<file path="src/rtl/rle_stream_packer.sv">
// rle_stream_packer: buffers (value, count) runs from the A and D RLE channels
// in two small FIFOs and serializes them round-robin into 3-byte framed records
// (HDR, VAL, CNT) on a valid/ready byte stream.
module rle_stream_packer #(
    parameter int unsigned FIFO_DEPTH = 4
) (
    input  logic       clk,
    input  logic       rst,
    input  logic       a_valid,
    input  logic [7:0] a_value,
    input  logic [7:0] a_count,
    input  logic       d_valid,
    input  logic [7:0] d_value,
    input  logic [7:0] d_count,
    output logic       out_valid,
    input  logic       out_ready,
    output logic [7:0] out_data,
    output logic       out_last,
    output logic       a_overflow,
    output logic       d_overflow
);
    localparam int unsigned AW = (FIFO_DEPTH > 1) ? $clog2(FIFO_DEPTH) : 1;
    localparam int unsigned CW = AW + 1;
    localparam logic [CW-1:0] OccFull = CW'(FIFO_DEPTH);

    typedef enum logic [1:0] {StIdle, StHdr, StVal, StCnt} state_e;

    // Channel index 0 is A, 1 is D throughout.
    logic [1:0]    in_req;
    logic [15:0]   in_data [2];
    logic [15:0]   mem_q [2][FIFO_DEPTH];
    logic [AW-1:0] wr_ptr_q [2];
    logic [AW-1:0] rd_ptr_q [2];
    logic [CW-1:0] occ_q [2];
    logic [1:0]    full;
    logic [1:0]    nonempty;
    logic [1:0]    push;
    logic [1:0]    pop;
    logic [1:0]    ovf_q;

    state_e         state_q, state_d;
    logic [15:0]    hold_q, hold_d;
    logic           ch_q, ch_d;
    logic           last_ch_q, last_ch_d;
    logic [1:0][5:0] seq_q, seq_d;
    logic           any_ne;
    logic           sel_ch;
    logic           take;

    // Zero-length runs carry no data and are silently ignored.
    assign in_req     = {d_valid && (d_count != 8'd0), a_valid && (a_count != 8'd0)};
    assign in_data[0] = {a_value, a_count};
    assign in_data[1] = {d_value, d_count};

    // FIFO status and push qualification
    always_comb begin
        full     = '0;
        nonempty = '0;
        push     = '0;
        for (int c = 0; c < 2; c++) begin
            full[c]     = (occ_q[c] == OccFull);
            nonempty[c] = (occ_q[c] != '0);
            // Full is judged on current occupancy, so a same-cycle pop does not make room.
            push[c]     = in_req[c] && !full[c];
        end
    end

    // FIFO storage; contents are don't-care while the pointers say empty
    always_ff @(posedge clk) begin
        for (int c = 0; c < 2; c++) begin
            if (push[c]) begin
                mem_q[c][wr_ptr_q[c]] <= in_data[c];
            end
        end
    end

    // FIFO pointers, occupancy and sticky overflow flags
    always_ff @(posedge clk) begin
        if (rst) begin
            for (int c = 0; c < 2; c++) begin
                wr_ptr_q[c] <= '0;
                rd_ptr_q[c] <= '0;
                occ_q[c]    <= '0;
            end
            ovf_q <= '0;
        end else begin
            for (int c = 0; c < 2; c++) begin
                if (push[c]) begin
                    wr_ptr_q[c] <= wr_ptr_q[c] + AW'(1);
                end
                if (pop[c]) begin
                    rd_ptr_q[c] <= rd_ptr_q[c] + AW'(1);
                end
                if (push[c] && !pop[c]) begin
                    occ_q[c] <= occ_q[c] + CW'(1);
                end else if (!push[c] && pop[c]) begin
                    occ_q[c] <= occ_q[c] - CW'(1);
                end
                if (in_req[c] && full[c]) begin
                    ovf_q[c] <= 1'b1;
                end
            end
        end
    end

    // Round-robin: on a tie take the channel not served last.
    assign any_ne = |nonempty;
    assign sel_ch = nonempty[1] && (!nonempty[0] || !last_ch_q);

    // Serializer next-state, head pop and sequence numbering
    always_comb begin
        state_d   = state_q;
        hold_d    = hold_q;
        ch_d      = ch_q;
        last_ch_d = last_ch_q;
        seq_d     = seq_q;
        pop       = '0;
        take      = 1'b0;
        unique case (state_q)
            StIdle: take = any_ne;
            StHdr:  if (out_ready) state_d = StVal;
            StVal:  if (out_ready) state_d = StCnt;
            StCnt: begin
                if (out_ready) begin
                    seq_d[ch_q] = seq_q[ch_q] + 6'd1;
                    take        = any_ne;
                    if (!any_ne) begin
                        state_d = StIdle;
                    end
                end
            end
            default: state_d = StIdle;
        endcase
        if (take) begin
            pop[sel_ch] = 1'b1;
            hold_d      = mem_q[sel_ch][rd_ptr_q[sel_ch]];
            ch_d        = sel_ch;
            last_ch_d   = sel_ch;
            state_d     = StHdr;
        end
    end

    // Serializer state register
    always_ff @(posedge clk) begin
        if (rst) begin
            state_q   <= StIdle;
            hold_q    <= '0;
            ch_q      <= 1'b0;
            last_ch_q <= 1'b1;
            seq_q     <= '0;
        end else begin
            state_q   <= state_d;
            hold_q    <= hold_d;
            ch_q      <= ch_d;
            last_ch_q <= last_ch_d;
            seq_q     <= seq_d;
        end
    end

    // Byte decode from state and holding register; stable while stalled
    always_comb begin
        out_valid = (state_q != StIdle);
        out_last  = (state_q == StCnt);
        out_data  = '0;
        unique case (state_q)
            StIdle:  out_data = '0;
            StHdr:   out_data = {1'b1, ch_q, seq_q[ch_q]};
            StVal:   out_data = hold_q[15:8];
            StCnt:   out_data = hold_q[7:0];
            default: out_data = '0;
        endcase
    end

    assign a_overflow = ovf_q[0];
    assign d_overflow = ovf_q[1];
endmodule

</file>
<file path="config.mk">
export PLATFORM = sky130hd
export DESIGN_NAME = rle_stream_packer
export DESIGN_NICKNAME = d
export VERILOG_FILES = /design/src/rtl/rle_stream_packer.sv
export SDC_FILE = /design/constraint.sdc
export NUM_CORES = 1
export LEC_CHECK = 0
export BUFFER_PORTS_ARGS = -buffer_cell sky130_fd_sc_hd__buf_2
export CORE_AREA = 5 5 165 167
export CTS_CLUSTER_DIAMETER = 40
export DETAILED_ROUTE_END_ITERATION = 6
export DIE_AREA = 0 0 170 172
export PLACE_DENSITY_LB_ADDON = 0.25
export SYNTH_ARGS = -nofsm -noshare
export SYNTH_HDL_FRONTEND = slang
export SYNTH_SLANG_ARGS = --single-unit
</file>
<file path="constraint.sdc">
create_clock -name clk -period 6.35 [get_ports clk]
set_input_delay 1.905 -clock clk [delete_from_list [all_inputs] [get_ports clk]]
set_output_delay 1.905 -clock clk [all_outputs]
set_load 0.01 [all_outputs]
</file>
======== After elaboration in Yosys (flattened, before gate mapping) ========
Memory sizes are Yosys's and may differ from the RTL's.
Index checks and enable logic that the tools add are counted.
storage, ports and cells
  flip-flop bits (word level) ............. 34
  latch bits .............................. 0
  bits in writable memories ............... 142
  memory bits (read-only) ................. 0
  input port bits ......................... 37
  output and inout port bits .............. 12
  word-level logic and storage cells ...... 154
  memories kept ........................... 4
memory list
  memory    depth  width  rd ports  clocked after Yosys merged registers in  wr ports  line  text
  mem_q     2      64     1         0                                        2         31    logic [15:0] mem_q [2][FIFO_DEPTH];
  occ_q     2      3      2         0                                        2         34    logic [CW-1:0] occ_q [2];
  rd_ptr_q  2      2      3         0                                        2         33    logic [AW-1:0] rd_ptr_q [2];
  wr_ptr_q  2      2      2         0                                        2         32    logic [AW-1:0] wr_ptr_q [2];
cells by class
  add/sub/neg operators ................... 9
  multipliers ............................. 0
  divide/modulo/power cells ............... 0
  magnitude comparators ................... 9
  eq/ne operators ......................... 13
  shift-type cells ........................ 0
  multiplexer cells ....................... 62
  bitwise gates (word level) .............. 11
  reductions and logical operators ........ 37
operators by type and width
  kind                 number
  $mux 64              2
  $demux 16 s2         2
  $mux 16              4
  $bmux 16 s2          1
  $pmux 8 s4           1
  $mux 1               31
  $mux 2               9
  $mux 6               3
  $reduce_bool 8->1    2
  $logic_and 1x1->1    15
  $bwmux 12            1
  $mux 3               4
  $reduce_and 5->1     2
  $ge 3x3->1 const B   3
  $not 2->3            3
  $reduce_bool 3->1    3
  $add 2x1->2 const B  4
  $logic_not 1->1      8
  $ne 2x2->1 const B   4
  $or 1x1->1           8
  $add 3x1->3 const B  2
  $add 6x1->6 const B  1
  $demux 6 s1          1
  $eq 3x3->1 const B   2
  17 further kinds     25

======== Logic depth before layout (Yosys ltp) ========
Gate-level depths: netlist (run 1).
An unclocked memory read counts as a cell.
  word-level depth ........................ 17
  depth in mapped cells ................... 11
  depth with buffers taken out ............ 10

======== Worst setup path before layout (run 1) ========
Ideal clock, no wire load.
  path type ............................... in2reg
  from .................................... input port a_count[1]
  to ...................................... memory occ_q[0][2] in the netlist's numbering, data pin
  arrival ................................. 3.477 ns
  data required time ...................... 6.090 ns
  slack ................................... 2.613 ns
  stages .................................. 8
  cell sequence ........................... nor4_1 -> nand2_1 -> nand2_1 -> nand3_1 -> fa_1 -> xor2_1 -> xnor2_1 -> nor2_1
RTL lines
  item                line  text
  start: declaration  11    input logic [7:0] a_count,
  end: declaration    34

======== Worst setup path in the final report (run 1) ========
  from .................................... register ch_q
  to ...................................... output port out_data[4]
between the ends
  cells in the longest elaborated chain, start to end .. 3
ends and longest elaborated chain
  item                                        line  text
  start: declaration                          43    logic ch_q, ch_d;
  start signal: assignment                    154   ch_q <= ch_d;
  $mux 6 (implied by the code) (2 in series)  167   StHdr: out_data = {1'b1, ch_q, seq_q[ch_q]};
  $pmux 8 s4                                  165   unique case (state_q)
  end: declaration                            17    output logic [7:0] out_data,
Every way passes these cells. The select of a mux whose other input is x is not followed.

==> results_dict.tcl, run 1 <==
set metrics [dict create \
    outcome "completed" \
    synth_top_area_share_pct 56.4 \
    cts_root_buf "clkbuf_16" \
    synth_warnings 0 \
    clk_latency_ps 420 \
    drt-total-wl_mm 17.8 \
    ys_types 51 \
    grtUsageTotal_pct 12.5 \
    core_area_um2 25600 \
    drive_gt1_share_pct 17.8 \
    r2r_slack_ps 3270 \
    critPathBufInv 1 \
    critPathRequiredTime_ps 4450 \
    hold_path.class "reg -> reg" \
    powerDensity_nw_per_um2 446 \
    overflow 0 \
    gp_congestion 0.805 \
    nFillCells 2454 \
    clock_sinks 176 \
    drtPass1Iterations 5 \
    finalSetupTns_ps 0 \
    grt_pass1_wl_mm 27.5 \
    async_flop_share_pct 0 \
    viasPerCell 4.83 \
    whs_endpoint "hold_q[8]$_SDFFE_PP0P_" \
    cts_buffer_depth 2 \
    place_hpwl_mm 12.6 \
    slew-limit-headroom_pct 35.2 \
    r2r_cells 9 \
    slowest_delay_ps 620 \
    portBuffers 48 \
    final.setup_skew_ps 12.2 \
    crit_slowest_cell "dfxtp_1" \
    hp-start "hold_q[8]$_SDFFE_PP0P_" \
    timing.final.crit_period_ps 4020 \
    antenna_found_initial 0 \
    fin_crit_sh_pct 63.3 \
    end_kind "output pin" \
    dieHeight_um 172 \
    drcViolationCount 0 \
    synth_flop_cell "edfxtp_1" \
    htreeDepth 4 \
    drt-initial-drc-count 208 \
    grt_setup_unrepaired "no" \
    grt_pass1_vias 4610 \
    wire_per_inst_um 19.2 \
    fmax_ghz 0.249 \
    synthesis.nets 595 \
    synth_seq_cells 176 \
    maxCapViolations 0 \
    cp_top_family "flip-flops" \
    synth_edf_count 142 \
    drtAntennaViolNets 0 \
    finalMaxSlewViolations 0 \
    ioPinCount 49 \
    peakVddDrop_mv 0.240 \
    layout-area-overhead-vs-synth_pct 15.6 \
    multi_input_comb_area_um2 2420 \
    syn-cell-area_um2 7560 \
    dieArea_um2 29200 \
    synth_area_leaders "edfxtp_1 56%, dfxtp_1 9.0%, a211oi_1 6.4%" \
    r2r_end "occ_q[0][2]$_SDFFCE_PN0P_" \
    tightestPinTransition_ps 963 \
    criticalPathCategory "reg -> out" \
    initial_core_util_pct 29.5 \
    final_core_util_pct 34.1 \
    cp.arrival_ps 2110 \
    grt_max_degree 67 \
    p_leak_uw 0.00309 \
    register_area_um2 4940 \
    seq_area_frac_synth_pct 65.4 \
    finalSetupViolations 0 \
    rr_startpoint "state_q[1]$_SDFFE_PP0P_" \
    synth_cells 539 \
    critPathMaxFanout 12 \
    cts_buffers 17 \
    hold_buffers 0 \
    syn_avg_cell_area_um2 14.0 \
    synth.largest_area_cell "edfxtp_1" \
    final_nets 635 \
    cts_tree "built" \
    start_kind "flop" \
    ctsResizeCount 0 \
    die_x_um 170 \
    diodes 0 \
    cts_setup_buffers 0 \
    crit_chain "mux2_2 -> a222oi_1 -> nor2_1 -> buf_2" \
    num_rows 59 \
    whs_path_depth 1 \
    hold_viol_final 0 \
    clkTransAtPathRegs_ps 70 \
    vias 4469 \
]
per-stage QoR:
step	cell area [µm²]	power (µW)	instances	worst slack (ps)	hold slack, ps
global route	8740	4110	926	2240	492
global placement	8120	2800	895	2120	444
finish	8740	3900	926	2330	471
floorplan	7560	2470	539	2610	435
detailed placement	8120	2850	895	2040	452
CTS	8740	3950	926	2310	471
Yosys cell counts (all sizes together) (2+ instances only):
cell type and count:
a2111oi 2, a211o 17, a211oi 65, a21o 2, a21oi 11, a221oi 2, a222oi 7, a31oi 3
and2 11, buf 18, clkbuf 13, dfxtp 34, edfxtp 142, ha 18, inv 17, mux2 7
mux2i 35, nand2 10, nand2b 5, nand3 4, nand4 2, nor2 35, nor2b 35, nor3 4
nor3b 2, nor4 4, o21ai 7, or2 4, xnor2 8, xor2 8
worst max-delay path by stage:
stage / start / to / slack [ps] / depth (start not counted)
after floorplan: a_count[1] / occ_q[0][2]$_SDFFCE_PN0P_ / 2610 / 8
after global placement: a_count[5] / occ_q[0][2]$_SDFFCE_PN0P_ / 2120 / 9
after detailed placement: a_count[5] / occ_q[0][2]$_SDFFCE_PN0P_ / 2040 / 9
after CTS: ch_q$_SDFFE_PP0P_ / out_data[4] / 2310 / 4
after global routing: ch_q$_SDFFE_PP0P_ / out_data[4] / 2240 / 4
final: ch_q$_SDFFE_PP0P_ / out_data[4] / 2330 / 4
kinds of logic (layout without fill, tap and decap cells):
family / after synthesis / in the layout / share of synthesized area, %
fa+ha+maj: 19 / 19 / 3.24
flops: 176 / 176 / 65.4
simple gates: 117 / 117 / 8.31
buf+inv: 48 / 100 / 2.70
xor+xnor: 16 / 16 / 1.85
mux: 42 / 42 / 5.73
compound gates: 121 / 121 / 12.8
state kept, by name, indices dropped and copies added, names as in the netlist:
| register | flops |
|---|---|
| ch_q | 1 |
| hold_q | 16 |
| last_ch_q | 1 |
| mem_q | 128 |
| occ_q | 6 |
| ovf_q | 2 |
| rd_ptr_q | 4 |
| seq_q | 12 |
| state_q | 2 |
| wr_ptr_q | 4 |
metal layers:
layer | part of all wire (%) | routed length (µm) | GRT usage [%]
met3 | 3.0 | 530 | 3.11
met5 | 0 | 0 | 0
met1 | 42 | 7570 | 15.0
met2 | 53 | 9380 | 22.4
met4 | 1.9 | 333 | 3.72
final cells by class:
cell class	count	area share (%)
Clock buffer	18	4.91
Inverter	17	0.730
Multi-Input combinational cell	315	27.7
Timing Repair Buffer	52	3.09
Sequential cell	176	56.6
Tap cell	335	4.80
Clock inverter	13	2.16
placed cells by master (no fill, tap or decap), types with 3 or more instances in the layout:
master      count
xnor2_1         8
nor3_1          4
nand3_1         4
xor2_1          8
nand2b_1        4
mux2i_1        35
a211oi_1       64
dfxtp_1        34
a222oi_1        7
a31oi_1         3
or2_2           4
edfxtp_1      142
nor2b_1        35
nor4_1          4
nand2_1        10
buf_4           4
clkinvlp_4      5
o21ai_0         5
a211o_1        16
buf_2          48
nor2_1         34
mux2_2          6
a21oi_1        10
clkbuf_16      17
inv_1          17
bufinv_16       4
ha_1           18
and2_1         10
report_power, final:
part | internal (µW) | switching, µW | leakage [µW]
Combinational | 434 | 779 | 0.00121
Clock | 658 | 445 | 0.000285
Sequential | 1470 | 116 | 0.00160
Power figures use the tool's default switching activity.
==> run 2, diff against run 1 <==
==> constraint.sdc (replaced) <==
create_clock -name clk -period 3.5 [get_ports clk]
set_input_delay 1.05 -clock clk [delete_from_list [all_inputs] [get_ports clk]]
set_output_delay 1.05 -clock clk [all_outputs]
set_load 0.01 [all_outputs]
==> run 2 against run 1 <==
Sequential share of layout area shrank 0.71 points. Clock skew fell by 2.3 ps. Critical path depth did not move. Core utilization is 0.43 points higher. Register-to-register slack lost 2600 ps. Largest cell class unchanged.
==> results_dict.tcl, run 2 (synthesized netlist as in run 1, its figures left out) <==
set metrics [dict create \
    final_common_cell "edfxtp_1" \
    dieHeight_um 172 \
    final_nets 650 \
    hold_path.class "reg -> reg" \
    power_uw 7030 \
    htreeDepth 4 \
    end_kind "output pin" \
    diodes 0 \
    timing.final.crit_period_ps 3120 \
    overflow 0 \
    hold_buffers 0 \
    timing.hold.ws_ps 469 \
    fin_crit_sh_pct 89.3 \
    cts_buffer_depth 2 \
    drt-total-wl_mm 17.5 \
    maxCapViolations 0 \
    wire_per_inst_um 18.5 \
    initial_core_util_pct 29.5 \
    num_rows 59 \
    critPathMaxFanout 12 \
    slowest_delay_ps 600 \
    criticalPathCategory "reg -> out" \
    tightestPinTransition_ps 795 \
    largest_reg_flops 128 \
    antenna_found_initial 0 \
    slew-limit-headroom_pct 46.8 \
    layout-area-overhead-vs-synth_pct 17.1 \
    drtPass1Iterations 5 \
    hold_viol_final 0 \
    grt_max_degree 49 \
    vias 4590 \
    fin_cells 941 \
    powerDensity_nw_per_um2 794 \
    grt_pass1_wl_mm 26.5 \
    grtUsageTotal_pct 12.2 \
    cts_tree "built" \
    clock_sinks 176 \
    outcome "completed" \
    cts_setup_buffers 0 \
    viasPerCell 4.88 \
    start_kind "flop" \
    place_inst 910 \
    place_hpwl_mm 12.6 \
    final.setup_skew_ps 9.90 \
    clk_latency_ps 420 \
    final_cell_mix "142 x edfxtp_1, 64 x a211oi_1, 48 x buf_2" \
    drt-initial-drc-count 341 \
    dieArea_um2 29200 \
    grt_setup_unrepaired "no" \
    ioPinCount 49 \
    finalSetupViolations 0 \
    critPathRequiredTime_ps 2450 \
    crit_slowest_cell "dfxtp_1" \
    cp.arrival_ps 2070 \
    portBuffers 48 \
    grt_pass1_vias 4684 \
    finalSetupTns_ps 0 \
    die_x_um 170 \
    drcViolationCount 0 \
    clkTransAtPathRegs_ps 70 \
    p_leak_uw 0.00317 \
    drtAntennaViolNets 0 \
    ctsResizeCount 0 \
    fmax_ghz 0.320 \
    cts_buffers 17 \
    drive_gt1_share_pct 19.5 \
    crit_chain "mux2_2 -> a222oi_1 -> nor2_1 -> buf_2" \
    peakVddDrop_mv 0.349 \
    cts_root_buf "clkbuf_16" \
    core_area_um2 25600 \
    gp_congestion 0.850 \
    finalMaxSlewViolations 0 \
]
## run 2: cell count changes in the layout (fill, tap and decap cells not counted)
cell	previous run	this run
clkinv_1	0	2
buf_12	0	2
buf_4	4	17
bufinv_16	4	3
inv_6	1	3
clkinv_4	2	1
clkinvlp_4	5	4
clkinv_2	1	0
## run 2: path summary, 6_finish.rpt
| kind | start | endpoint | slack (ps) | depth (start not counted) |
|---|---|---|---|---|
| worst min-delay path | hold_q[7]$_SDFFE_PP0P_ | hold_q[7]$_SDFFE_PP0P_ | 470 | 1 |
| worst max register to register | occ_q[1][0]$_DFFE_PP_ | occ_q[0][2]$_SDFFCE_PN0P_ | 720 | 10 |
| worst min register to register | hold_q[7]$_SDFFE_PP0P_ | hold_q[7]$_SDFFE_PP0P_ | 470 | 1 |
| worst max-delay path | ch_q$_SDFFE_PP0P_ | out_data[5] | 380 | 4 |
## run 2: layout make-up
| cell class | instances | area (µm²) |
|---|---|---|
| multi-input cells | 315 | 2420 |
| fillers | 2474 | 16800 |
| clock buffers | 18 | 429 |
| well taps | 335 | 419 |
| repair buffers | 67 | 408 |
| clock inverters | 13 | 163 |
| flip-flops and latches | 176 | 4940 |
| inverters | 17 | 63.8 |
## run 2: stage by stage
stage	instance area, µm²	setup WS (ps)	util [%]
after floorplan	7560	618	-
after global placement	8260	396	32.2
after detailed placement	8260	359	32.2
after CTS	8850	394	34.6
after global routing	8850	291	34.6
final	8850	376	34.6
## run 2: routing by layer
layer,part of all wire (%),track usage (%),wire [µm],up-vias
li1,-,-,-,2170
met1,41,14.1,7190,2314
met2,52,21.7,9120,86
met3,4.4,3.41,767,20
met4,2.2,4.31,376,0
met5,0,0,0,-
## run 2: report_power, final
group / internal (µW) / leakage [µW] / switching (µW)
combinational: 853 / 0.00129 / 1400
sequential: 2660 / 0.00160 / 225
clock: 1120 / 0.000275 / 771
total: 4630 / 0.00317 / 2390
## run 2: critical path: cells and delay by family, from the launching register on
family          cells  cell delay [ps]
mux                 1              390
flops               1              600
buf+inv             1              170
compound gates      1              370
simple gates        1              130
